File: src/rtl/gol_pkg.sv
`default_nettype none
// ============================================================================
//  Module      : gol_pkg
//  Description : Shared types for the Game-of-Life frame capture path:
//                FSM state codes seen on the serial stream, the capture
//                FSM encoding and the default grid edge length.
//  Revision    : 1.0 - initial release
// ============================================================================
package gol_pkg;

  localparam int GOL_SIDE = 5;

  // State codes broadcast by the Game-of-Life FSM; 2'b11 is unused.
  typedef enum logic [1:0] {
    GOL_INPUT  = 2'b00,
    GOL_UPDATE = 2'b01,
    GOL_OUTPUT = 2'b10
  } gol_state_e;

  // Capture FSM states.
  typedef enum logic [1:0] {
    CAP_IDLE    = 2'b00,
    CAP_CAPTURE = 2'b01,
    CAP_DRAIN   = 2'b10
  } cap_state_e;

endpackage : gol_pkg
`default_nettype wire

File: src/rtl/gol_frame_capture_if.sv
`default_nettype none
// ============================================================================
//  Module      : gol_frame_capture_if
//  Description : Serial cell stream from the Game-of-Life FSM: state code
//                plus one cell bit per clock.
//  Revision    : 1.0 - initial release
// ============================================================================
interface gol_frame_capture_if;

  logic [1:0] state_in;
  logic       cell_in;

  // FSM side drives the stream.
  modport master (output state_in, output cell_in);
  // Capture side consumes it.
  modport slave  (input  state_in, input  cell_in);

endinterface : gol_frame_capture_if
`default_nettype wire

File: src/rtl/gol_row_scanner.sv
`default_nettype none
// ============================================================================
//  Module      : gol_row_scanner
//  Description : Free-running LED row scanner. Holds each row for SCAN_DIV
//                clocks, cycles rows 0..SIDE-1 and presents a one-hot select.
//  Revision    : 1.0 - initial release
// ============================================================================
module gol_row_scanner #(
  parameter  int SIDE     = 5,
  parameter  int SCAN_DIV = 4,
  localparam int ROW_W    = (SIDE > 1) ? $clog2(SIDE) : 1,
  localparam int CNT_W    = (SCAN_DIV > 1) ? $clog2(SCAN_DIV) : 1
) (
  input  logic             clock,
  input  logic             reset_n,
  output logic [ROW_W-1:0] row_idx,
  output logic [SIDE-1:0]  row_sel
);

  logic [CNT_W-1:0] cnt_q, cnt_d;
  logic [ROW_W-1:0] row_q, row_d;

  // Divider terminal count advances the row, wrapping after the last one.
  always_comb begin
    cnt_d = cnt_q + CNT_W'(1);
    row_d = row_q;
    if (cnt_q == CNT_W'(SCAN_DIV - 1)) begin
      cnt_d = '0;
      row_d = (row_q == ROW_W'(SIDE - 1)) ? '0 : row_q + ROW_W'(1);
    end
  end

  // Divider and row registers.
  always_ff @(posedge clock or negedge reset_n) begin
    if (!reset_n) begin
      cnt_q <= '0;
      row_q <= '0;
    end else begin
      cnt_q <= cnt_d;
      row_q <= row_d;
    end
  end

  // One-hot decode of the current row.
  always_comb begin
    row_sel          = '0;
    row_sel[row_q]   = 1'b1;
  end

  assign row_idx = row_q;

endmodule : gol_row_scanner
`default_nettype wire

File: src/rtl/gol_frame_capture.sv
`default_nettype none
// ============================================================================
//  Module      : gol_frame_capture
//  Description : Deserialises each Game-of-Life generation from the FSM's
//                OUTPUT phase into a shadow buffer, commits complete frames,
//                counts generations/population, flags extinction and drives
//                a row-scanned LED matrix.
//  Revision    : 1.0 - initial release
// ============================================================================
module gol_frame_capture
  import gol_pkg::*;
#(
  parameter  int SIDE     = GOL_SIDE,
  parameter  int SCAN_DIV = 4,
  parameter  int GEN_W    = 8,
  localparam int N        = SIDE * SIDE,
  localparam int POP_W    = $clog2(N + 1)
) (
  input  logic                 clock,
  input  logic                 reset_n,
  gol_frame_capture_if.slave   fsm,
  output logic [SIDE-1:0]      row_sel,
  output logic [SIDE-1:0]      col_out,
  output logic [N-1:0]         frame,
  output logic                 frame_valid,
  output logic                 frame_abort,
  output logic [GEN_W-1:0]     gen_count,
  output logic [POP_W-1:0]     pop_count,
  output logic                 extinct
);

  localparam int IDX_W = (N > 1) ? $clog2(N) : 1;
  localparam int ROW_W = (SIDE > 1) ? $clog2(SIDE) : 1;

  cap_state_e       state_q,  state_d;
  logic [IDX_W-1:0] idx_q,    idx_d;
  logic [N-1:0]     shadow_q, shadow_d;
  logic [N-1:0]     frame_q,  frame_d;
  logic [GEN_W-1:0] gen_q,    gen_d;
  logic [POP_W-1:0] pop_q,    pop_d;
  logic             ext_q,    ext_d;
  logic             valid_q,  valid_d;
  logic             abort_q,  abort_d;
  logic [ROW_W-1:0] row_idx;
  logic             is_out;

  // Sum of live cells; a flat loop that synthesis folds into an adder tree.
  function automatic logic [POP_W-1:0] popcnt(input logic [N-1:0] v);
    logic [POP_W-1:0] s;
    s = '0;
    for (int i = 0; i < N; i++) s = s + POP_W'(v[i]);
    return s;
  endfunction

  // Code 11 is deliberately not OUTPUT.
  assign is_out = (fsm.state_in == GOL_OUTPUT);

  // Capture FSM: shift cells into the shadow, commit on the last cell,
  // abort on a short OUTPUT phase, ignore overrun cells while draining.
  always_comb begin
    state_d  = state_q;
    idx_d    = idx_q;
    shadow_d = shadow_q;
    frame_d  = frame_q;
    gen_d    = gen_q;
    pop_d    = pop_q;
    ext_d    = ext_q;
    valid_d  = 1'b0;
    abort_d  = 1'b0;
    case (state_q)
      CAP_IDLE: begin
        if (is_out) begin
          shadow_d    = '0;
          shadow_d[0] = fsm.cell_in;
          idx_d       = IDX_W'(1);
          state_d     = CAP_CAPTURE;
        end
      end
      CAP_CAPTURE: begin
        if (is_out) begin
          shadow_d[idx_q] = fsm.cell_in;
          if (idx_q == IDX_W'(N - 1)) begin
            frame_d = shadow_d;
            gen_d   = gen_q + GEN_W'(1);
            pop_d   = popcnt(shadow_d);
            ext_d   = (pop_d == '0);
            valid_d = 1'b1;
            idx_d   = '0;
            state_d = CAP_DRAIN;
          end else begin
            idx_d = idx_q + IDX_W'(1);
          end
        end else begin
          abort_d = 1'b1;
          idx_d   = '0;
          state_d = CAP_IDLE;
        end
      end
      CAP_DRAIN: begin
        if (!is_out) state_d = CAP_IDLE;
      end
      default: state_d = CAP_IDLE;
    endcase
  end

  // Capture state, committed frame and its statistics.
  always_ff @(posedge clock or negedge reset_n) begin
    if (!reset_n) begin
      state_q  <= CAP_IDLE;
      idx_q    <= '0;
      shadow_q <= '0;
      frame_q  <= '0;
      gen_q    <= '0;
      pop_q    <= '0;
      ext_q    <= 1'b0;
      valid_q  <= 1'b0;
      abort_q  <= 1'b0;
    end else begin
      state_q  <= state_d;
      idx_q    <= idx_d;
      shadow_q <= shadow_d;
      frame_q  <= frame_d;
      gen_q    <= gen_d;
      pop_q    <= pop_d;
      ext_q    <= ext_d;
      valid_q  <= valid_d;
      abort_q  <= abort_d;
    end
  end

  gol_row_scanner #(
    .SIDE     (SIDE),
    .SCAN_DIV (SCAN_DIV)
  ) u_scan (
    .clock   (clock),
    .reset_n (reset_n),
    .row_idx (row_idx),
    .row_sel (row_sel)
  );

  // Active row's cells straight from the committed frame, so a commit shows
  // up on the same edge and a row never mixes two frames.
  always_comb begin
    col_out = '0;
    for (int r = 0; r < SIDE; r++) begin
      if (row_idx == ROW_W'(r)) col_out = frame_q[r*SIDE +: SIDE];
    end
  end

  assign frame       = frame_q;
  assign frame_valid = valid_q;
  assign frame_abort = abort_q;
  assign gen_count   = gen_q;
  assign pop_count   = pop_q;
  assign extinct     = ext_q;

endmodule : gol_frame_capture
`default_nettype wire

File: src/flat_wrapper.sv
// flat-port wrapper written by rule: the top's interface ports become plain ports
module gol_frame_capture_flat import gol_pkg::*;
#(
  parameter  int SIDE     = GOL_SIDE,
  parameter  int SCAN_DIV = 4,
  parameter  int GEN_W    = 8,
  localparam int N        = SIDE * SIDE,
  localparam int POP_W    = $clog2(N + 1)
)
  (clock, reset_n, row_sel, col_out, frame, frame_valid, frame_abort, gen_count, pop_count, extinct, fsm_state_in, fsm_cell_in);
  gol_frame_capture_if fsm_i ();
  input  logic clock;
  input  logic reset_n;
  output logic [SIDE-1:0] row_sel;
  output logic [SIDE-1:0] col_out;
  output logic [N-1:0] frame;
  output logic frame_valid;
  output logic frame_abort;
  output logic [GEN_W-1:0] gen_count;
  output logic [POP_W-1:0] pop_count;
  output logic extinct;
  input wire logic [$bits(fsm_i.state_in)-1:0] fsm_state_in;
  input wire logic [$bits(fsm_i.cell_in)-1:0] fsm_cell_in;
  assign fsm_i.state_in = fsm_state_in;
  assign fsm_i.cell_in = fsm_cell_in;
  gol_frame_capture #(.SIDE(SIDE), .SCAN_DIV(SCAN_DIV), .GEN_W(GEN_W)) u_core (.clock(clock), .reset_n(reset_n), .fsm(fsm_i), .row_sel(row_sel), .col_out(col_out), .frame(frame), .frame_valid(frame_valid), .frame_abort(frame_abort), .gen_count(gen_count), .pop_count(pop_count), .extinct(extinct));
endmodule
File: config.mk
export PLATFORM = sky130hd
export DESIGN_NAME = gol_frame_capture_flat
export DESIGN_NICKNAME = d
export VERILOG_FILES = /design/src/rtl/gol_pkg.sv /design/src/rtl/gol_frame_capture_if.sv /design/src/rtl/gol_row_scanner.sv /design/src/rtl/gol_frame_capture.sv /design/src/flat_wrapper.sv
export SDC_FILE = /design/constraint.sdc
export NUM_CORES = 1
export LEC_CHECK = 0
export CAP_MARGIN = 10
export CORE_MARGIN = 5
export CORE_UTILIZATION = 50
export CTS_CLUSTER_DIAMETER = 60
export DETAILED_ROUTE_END_ITERATION = 8
export PLACE_DENSITY = 0.78
export RECOVER_POWER = 100
export SLEW_MARGIN = 20
export SYNTH_ARGS = -nofsm -noshare
export SYNTH_HDL_FRONTEND = slang
export SYNTH_SLANG_ARGS = --single-unit
File: constraint.sdc
create_clock -name clock -period 5.7 [get_ports clock]
set_clock_uncertainty 0.1 [all_clocks]
set_input_delay 1.14 -clock clock [delete_from_list [all_inputs] [get_ports clock]]
set_output_delay 1.14 -clock clock [all_outputs]
set_load 0.02 [all_outputs]
==> impl_summary.md, run 1 <==
Outcome
The flow ran to the end, but the final reports show violations. The final reports fail on capacitance limit, slew limit.

STA
The max-slew violation count is 79. The number of hold violations in the final report is 0. The routed design could run at a clock period as short as about 5.5 ns.

In the finished design, the share of the clock period the worst path needs comes to 0.9568. Across all setup checks in the final design, the least slack found is 0.2463 ns. The slew of the pin with the lowest slew margin is 3.524 ns. The maximum operating frequency is 183.4 MHz. Setup violations remaining at the end of the flow were counted as 0. Headroom to the max-slew limit came out at -1.350.

Critical path
The sort of element at the start of the critical path is a flip-flop. The kind of critical path is reg -> reg. The largest fanout of any net on the critical path is 3.

The worst setup path is captured at a flip-flop. The setup slack on the worst flop-to-flop path is 0.25 ns. Data arrives at the worst endpoint at 5.57 ns.

At the worst endpoint, the required time is 5.81 ns.

Logic synthesis
The net count of the mapped netlist is ~500. In this run, synthesis inferred 0 flip-flops with an integrated enable. The average cell area after synthesis is 9.909 um2. The part of the Yosys area used for sequential elements is 0.4417. The mapped netlist covers approximately 4400 um2. The share of flip-flops with an asynchronous set or reset is 1.000. In the post-synthesis netlist, the biggest area contributors are sky130_fd_sc_hd__dfrtp_1 44%, sky130_fd_sc_hd__fa_1 8.2%, sky130_fd_sc_hd__nand2_1 6.3%.

Yosys instantiated no cell more often than sky130_fd_sc_hd__dfrtp_1. The number of different library cells used by synthesis comes to 47. The share of synthesized area in the top cell type comes to 0.4417. The top cell type by total area after synthesis is sky130_fd_sc_hd__dfrtp_1. After technology mapping, the gate count stands at 446. After synthesis the netlist holds a flip-flop and latch count of 78. The most used flip-flop cell after synthesis is sky130_fd_sc_hd__dfrtp_1. The number of warnings issued by yosys is 0. In the synthesized netlist, the cells that appear most often are 78 x sky130_fd_sc_hd__dfrtp_1, 74 x sky130_fd_sc_hd__nand2_1, 50 x sky130_fd_sc_hd__o21ai_0.

Clock network
The number of sinks on the clock net is between 70 and 80. The number of clock buffers inserted by TritonCTS is 9. The clock tree synthesis step divided the H-tree into 3 levels. Clock-pin slew was measured on the worst setup and hold paths at ~0.08 ns.

The maximum buffer depth of the clock tree is 2. Clock latency on the worst-skew pair, taken at its later pin, is 0.36 ns. Hold repair after CTS inserted 0 buffers. TritonCTS built the clock tree. The buffer type at the clock tree root is sky130_fd_sc_hd__clkbuf_8.

Placement
The number of instances in the placed design is roughly 610. After detailed placement, the total cell area comes to between 5000 and 6000 um2. Prior to clock tree synthesis, the placed netlist has a worst setup slack of -0.4947 ns. The total half-perimeter wirelength after legalization and detailed placement is 7.486 mm. Routability-driven placement finished with a final weighted congestion of 0.8916. Input and output buffers added on the ports amount to 55.

Floorplanning
The floorplan has 34 rows. The initial core utilization is 0.5092. The die covers 10,820 um2. The chip height is around 100 um. In this run the horizontal extent of the chip is around 100 um. The total I/O pin count is 56. The floorplan step defined a core boundary enclosing around 8700 um2.

Pwr
The relative contribution of combinational cells to total power is 0.102. After layout, the design draws a total of 1173 uW. The share of total power dissipated in the clock network is 0.419. The reported leakage power is approximately 0.0026 uW. The proportion of total power due to net switching is 0.2300. The proportion of power drawn by flip-flops and latches is 0.480. Summed over all nets, the switching power comes to 269.8 uW.

Power spread over the standard cell area amounts to 216.0 nW/um2. IR analysis of the VDD net gives a maximum drop of 118.8 uV. The internal power contribution is approximately 900 uW.

Layout
The count of non-filler cells in the finished layout is 628. After routing the design area is 5430 um2. Summing all flip-flop and latch instances after layout gives 1954 um2. The footprint of the multi-input gates is between 2000 and 2500 um2. The net count of the finished layout is 556.

The fill cell instance count of the final layout is just over 700. The layout overhead on the synthesized area is 22.88%. The layout cell share with drive strength beyond 1 is 0.1231. The repair_antennas step left the layout with diodes totalling 0.

GRT
Global routing finished with a remaining overflow of 0. Entering global routing, the biggest net connects 79 pins. The via count of the first global-routing pass was 3,649.

The number of antenna violations at the first check in global routing was 0. The first global-routing pass estimated ~18 mm of wire. In the global route stage, overall resource usage came out at 0.2032.

Worst hold path
The tightest min-delay check is of the reg -> reg type.

Routing
The number of detailed-route iterations in the first pass is 4. The wire length per cell is around 17 um. The vias after detailed routing is about 3,400. The number of remaining DRC errors is 0.

The remaining antenna violation count after routing is 0. The final wirelength is around 10 mm. The first routing iteration left 201 violations.

The detailed-route vias per instance is ~5.5.

Run
Across the run, the number of max-cap violations was 1.
## final cells by class
| class | instances | area share |
|---|---|---|
| Tap cell | 108 | 0.02488 |
| Clock buffer | 12 | 0.02488 |
| Multi-Input combinational cell | 308 | 0.4094 |
| Timing Repair Buffer | 82 | 0.1385 |
| Clock inverter | 4 | 0.01751 |
| Sequential cell | 78 | 0.3599 |
| Inverter | 36 | 0.02488 |
## cells in the final DEF (no fill, tap or decap), drive strengths merged, types with 6 or more instances in the layout
cell type,instances
dlygate4sd3,52
nand2,75
dfrtp,78
clkbuf,13
nor3,7
nor2b,8
fa,18
buf,27
o21ai,58
nand2b,8
nor2,26
inv,36
xnor2,6
mux2i,24
ha,18
## per-layer routing
layer,wire length [um],part of all wire,vias to the layer above,track usage
met5,0,0,-,0
met1,4446,0.43,1694,0.2561
li1,-,-,1636,-
met3,611,0.059,22,0.04345
met2,5108,0.49,94,0.3379
met4,221,0.021,0,0.08603
## metrics by stage
stage	hold WS (ns)	setup TNS, ns	utilization
2_1_floorplan	0.3031	-0.03698	-
3_3_place_gp	0.3151	-1.641	0.5954
3_5_place_dp	0.3291	-1.927	0.5954
4_1_cts	0.3397	0	0.6228
5_1_grt	0.3681	-0.007333	0.6257
6_report	0.3327	0	0.6257
## path summary, 6_finish.rpt
check	start	to	cells past startpoint
setup reg to reg	u_core.idx_q[0]	u_core.extinct	21
min in group asynchronous	reset_n	u_core.gen_count[5]	1
hold reg to reg	u_core.u_scan.cnt_q[0]	u_core.u_scan.cnt_q[0]	1
max in group asynchronous	reset_n	u_core.idx_q[0]	1
hold / removal	u_core.u_scan.cnt_q[0]	u_core.u_scan.cnt_q[0]	1
setup / recovery	u_core.idx_q[0]	u_core.extinct	21
## power by group through the flow
stage | Sequential [uW] | Clock, uW | Combinational (uW)
floorplan | 573 | 0 | 65.8
global placement | 573 | 0 | 109
detailed placement | 573 | 0 | 110
CTS | 562 | 496 | 112
global route | 563 | 521 | 135
finish | 563 | 491 | 119
## flip-flops by register name, indices dropped and copies added (netlist names)
signal and flops:
u_core.u_scan.row_idx 3, u_core.shadow_q 25, u_core.u_scan.cnt_q 2, u_core.idx_q 5, u_core.gen_count 8, u_core.frame_abort 1
u_core.extinct 1, u_core.frame 25, u_core.state_q 2, u_core.frame_valid 1, u_core.pop_count 5
## what timing repair did
item                                   in CTS  in global routing
pin swaps                                   2                  8
endpoints found under the hold margin       0                  0
resized for setup                           3                 17
cloned                                      0                  0
setup endpoints to repair                   3                  4
setup buffers                               0                  1
## cells by family after synthesis
group | share of synthesized area
fa+ha+maj | 0.1325
xor+xnor | 0.01784
simple gates | 0.1574
mux | 0.06455
compound gates | 0.1260
buf+inv | 0.06002
flops | 0.4417
## worst max-delay path: stages (launching register included)
cell and delay (ns):
sky130_fd_sc_hd__dfrtp_2 0.43, sky130_fd_sc_hd__buf_4 0.15, sky130_fd_sc_hd__ha_1 0.21, sky130_fd_sc_hd__nand2b_1 0.13
sky130_fd_sc_hd__nor2_2 0.05, sky130_fd_sc_hd__mux2i_1 0.18, sky130_fd_sc_hd__inv_1 0.07, sky130_fd_sc_hd__ha_1 0.27
sky130_fd_sc_hd__inv_1 0.04, sky130_fd_sc_hd__fa_1 0.46, sky130_fd_sc_hd__fa_1 0.52, sky130_fd_sc_hd__fa_1 0.51
sky130_fd_sc_hd__fa_1 0.57, sky130_fd_sc_hd__fa_1 0.42, sky130_fd_sc_hd__inv_1 0.07, sky130_fd_sc_hd__ha_2 0.17
sky130_fd_sc_hd__inv_1 0.06, sky130_fd_sc_hd__fa_2 0.42, sky130_fd_sc_hd__nand2b_1 0.17, sky130_fd_sc_hd__o2bb2ai_2 0.13
sky130_fd_sc_hd__nand4b_1 0.11, sky130_fd_sc_hd__o31ai_2 0.06
Note: power is estimated with default switching activity, not from simulation.
==> inputs of run 2 (changes only) <==
--- a/constraint.sdc
+++ b/constraint.sdc
@@ -3,3 +3,3 @@
 set_input_delay 1.14 -clock clock [delete_from_list [all_inputs] [get_ports clock]]
 set_output_delay 1.14 -clock clock [all_outputs]
-set_load 0.02 [all_outputs]
+set_load 0.05 [all_outputs]
==> results of run 2 <==
The final DEF is identical to that of run 1. Status: finished with violations: capacitance limit, slew limit.
Among the figures that moved: total power 1173 uW -> 1174 uW; worst IR drop on VDD 118.8 uV -> 118.9 uV
==> inputs of run 3 (changes only) <==
Settings changed: CORE_UTILIZATION 50 to 55, DONT_BUFFER_PORTS from default to 1, PLACE_DENSITY 0.78 to 0.72.
Clock period 5.7 ns to 6.1 ns, I/O delays scaled along.
==> run 3 against run 2 <==
Net effect:
- the run still ends with capacitance limit, slew limit left
- flip-flop and latch count unchanged
- setup slack improved by 0.14 ns
- first-iteration DRC count fell by 14%
- critical path type unchanged
- critical endpoint unchanged
- largest cell class unchanged
==> impl_summary.md, run 3 (synthesis gave the netlist of run 1 again) <==
Clock network
The maximum buffer depth of the clock tree is 2. The total number of H-tree levels is 3. Gates resized during post-CTS repair numbered 0. In this run the post-CTS setup repair buffer count came out at 0. Buffers inserted to repair hold after CTS numbered 0. The CTS tree is done. The worst-skew pair later-pin latency is approximately 0.36 ns. TritonCTS created 9 clock buffers. Clock-pin slew was measured on the worst setup and hold paths at 0.09 ns.

The clock net in this run drives a total of a little under 80 sinks. The buffer type at the clock tree root is sky130_fd_sc_hd__clkbuf_8.

Pwr
The reported leakage power is between 0.002 and 0.0025 uW. VDD sags by at most 133.7 uV. The power density over the cells is 207.4 nW/um2.

Critical path
The worst setup path is captured at a flip-flop. The largest individual stage delay along the critical path comes from the cell sky130_fd_sc_hd__fa_1. The number of buffers and inverters on the critical path is 3.

STA puts the critical path data arrival time at between 5 and 6 ns. The kind of critical path is reg -> reg. The most repeated library cell on the critical path is sky130_fd_sc_hd__fa_1. The critical path required time is 6.19 ns.

The dominant delay contributor by cell family on the critical path is adder cells. The critical path goes through or2_2 -> nor2_1 -> mux2_2 -> ha_1 -> inv_1 -> fa_1 -> fa_1 -> fa_1 -> fa_1 -> fa_1 -> inv_1 -> ha_1 -> inv_1 -> fa_1 -> nand2b_1 -> o2bb2ai_1 -> nand4b_1 -> o31ai_1. The maximum cell stage delay along the critical path is 0.52 ns. Of all nets on the critical path, the largest fanout is 13.

STA classifies the critical path startpoint as a flip-flop.

Floorplanning
The total number of placement rows is 32. The total area inside the core boundary comes to 7767 um2. From left edge to right edge, the die measures about 100 um. The floorplan die area is 9928 um2.

The floorplan step set the die height to 99.64 um. The total I/O pin count is 56. The initial core utilization is 0.5689.

Layout
Of the cells placed in the final design, the portion with a size suffix greater than 1 is 0.06208. The library cells used most frequently in the layout, excluding fill and tap cells, are 78 x sky130_fd_sc_hd__dfrtp_1, 75 x sky130_fd_sc_hd__nand2_1, 56 x sky130_fd_sc_hd__o21ai_0. The repair_antennas step left the layout with diodes totalling 0.

The final instance area is 4618 um2. The final core utilization is 0.5946. The number of nets in the layout is 487. The layout overhead on the synthesized area is 4.502%. The library cell used most frequently in the layout, excluding fill and tap cells, is sky130_fd_sc_hd__dfrtp_1.

GRT
The sum of overflow across all layers after global routing is 0. The number of antenna violations at the first check in global routing is 0. The pin count of the biggest net entering global routing is 79. The total track usage is 0.2054. The first global-routing pass estimated 16.10 mm of wire. The via count of the first global-routing pass came to 3,119.

Run
Max-cap violations in this run came to 1.

Routing
The final route contains 3,091 vias. After detailed routing, the number of vias per cell comes to about 5.6. Once detail routing completed, the nets flagged for antenna violations numbered 0. The wire length per cell is 17.18 um. The number of remaining DRC errors is 0. The DRC marker count from the first detailed-route iteration is 173.

The number of detailed-route iterations in the first pass is 4. The final wirelength is roughly 9.5 mm.

Outcome
The checks that failed: capacitance limit, slew limit. The run finished, with violations left.

Placement
Input and output buffers added on the ports amount to 0. The total half-perimeter wirelength after legalization and detailed placement is 6.937 mm. The placer congestion estimate is 0.8518. The standard cell area after detailed placement is about 4500 um2.

The post-placement worst setup slack is 0.2911 ns.

STA
For the finished layout, the period the worst path requires is 5.714 ns. The number of hold violations in the final report is 0. The worst max-slew margin expressed relative to the limit is -0.05137. The slew of the pin with the lowest slew margin is 1.573 ns.

For this run, the top clock speed supported by timing is 175.0 MHz. The max-slew violation count was 60. Setup repair after global routing left no endpoint under its margin.

The final hold slack is approximately 0.33 ns. Setup violations remaining at the end of the flow were counted as 0. Setup slack closes at approximately 0.39 ns. The final-layout setup total negative slack is 0 ns. The share of the cycle needed by the critical path after routing is 0.9367.

Worst hold path
The worst min-delay path category is reg -> reg.
-- run 3: layout make-up --
type / instances / area [um2]
fill: 698 / 3149
clock buffer: 9 / 123.9
clock inverter: 7 / 56.30
timing repair buffer: 13 / 63.81
inverter: 36 / 135.1
tap: 102 / 127.6
multi-input combinational: 308 / 2160
sequential: 78 / 1952
-- run 3: power breakdown --
part	switching, uW	total [uW]	internal [uW]
clock	205	357	152
sequential	5.95	527	521
combinational	42.5	73.9	31.4
total	254	958	704
-- run 3: path summary, 6_finish.rpt --
kind                                         from                      to  slack (ns)  cells past startpoint
max in group asynchronous                 reset_n     u_core.shadow_q[17]        5.33                      0
hold / removal             u_core.u_scan.cnt_q[0]  u_core.u_scan.cnt_q[0]        0.33                      1
setup / recovery                  u_core.idx_q[3]          u_core.extinct        0.39                     18
min in group asynchronous                 reset_n        u_core.frame[12]        0.45                      0
hold reg to reg            u_core.u_scan.cnt_q[0]  u_core.u_scan.cnt_q[0]        0.33                      1
setup reg to reg                  u_core.idx_q[3]          u_core.extinct        0.39                     18
-- run 3: through the flow --
stage | std cells | power, uW
6_report | 553 | 958.0
5_1_grt | 553 | 1002
4_1_cts | 553 | 968.3
3_5_place_dp | 537 | 612.4
3_3_place_gp | 537 | 609.6
2_1_floorplan | 446 | 598.0
-- run 3: per-layer routing --
layer  wire (um)  part of all wire  track usage
met5           0                 0            0
met4         131             0.014      0.06828
met3         619             0.065      0.04418
met2        4545              0.48       0.3254
met1        4203              0.44       0.2824
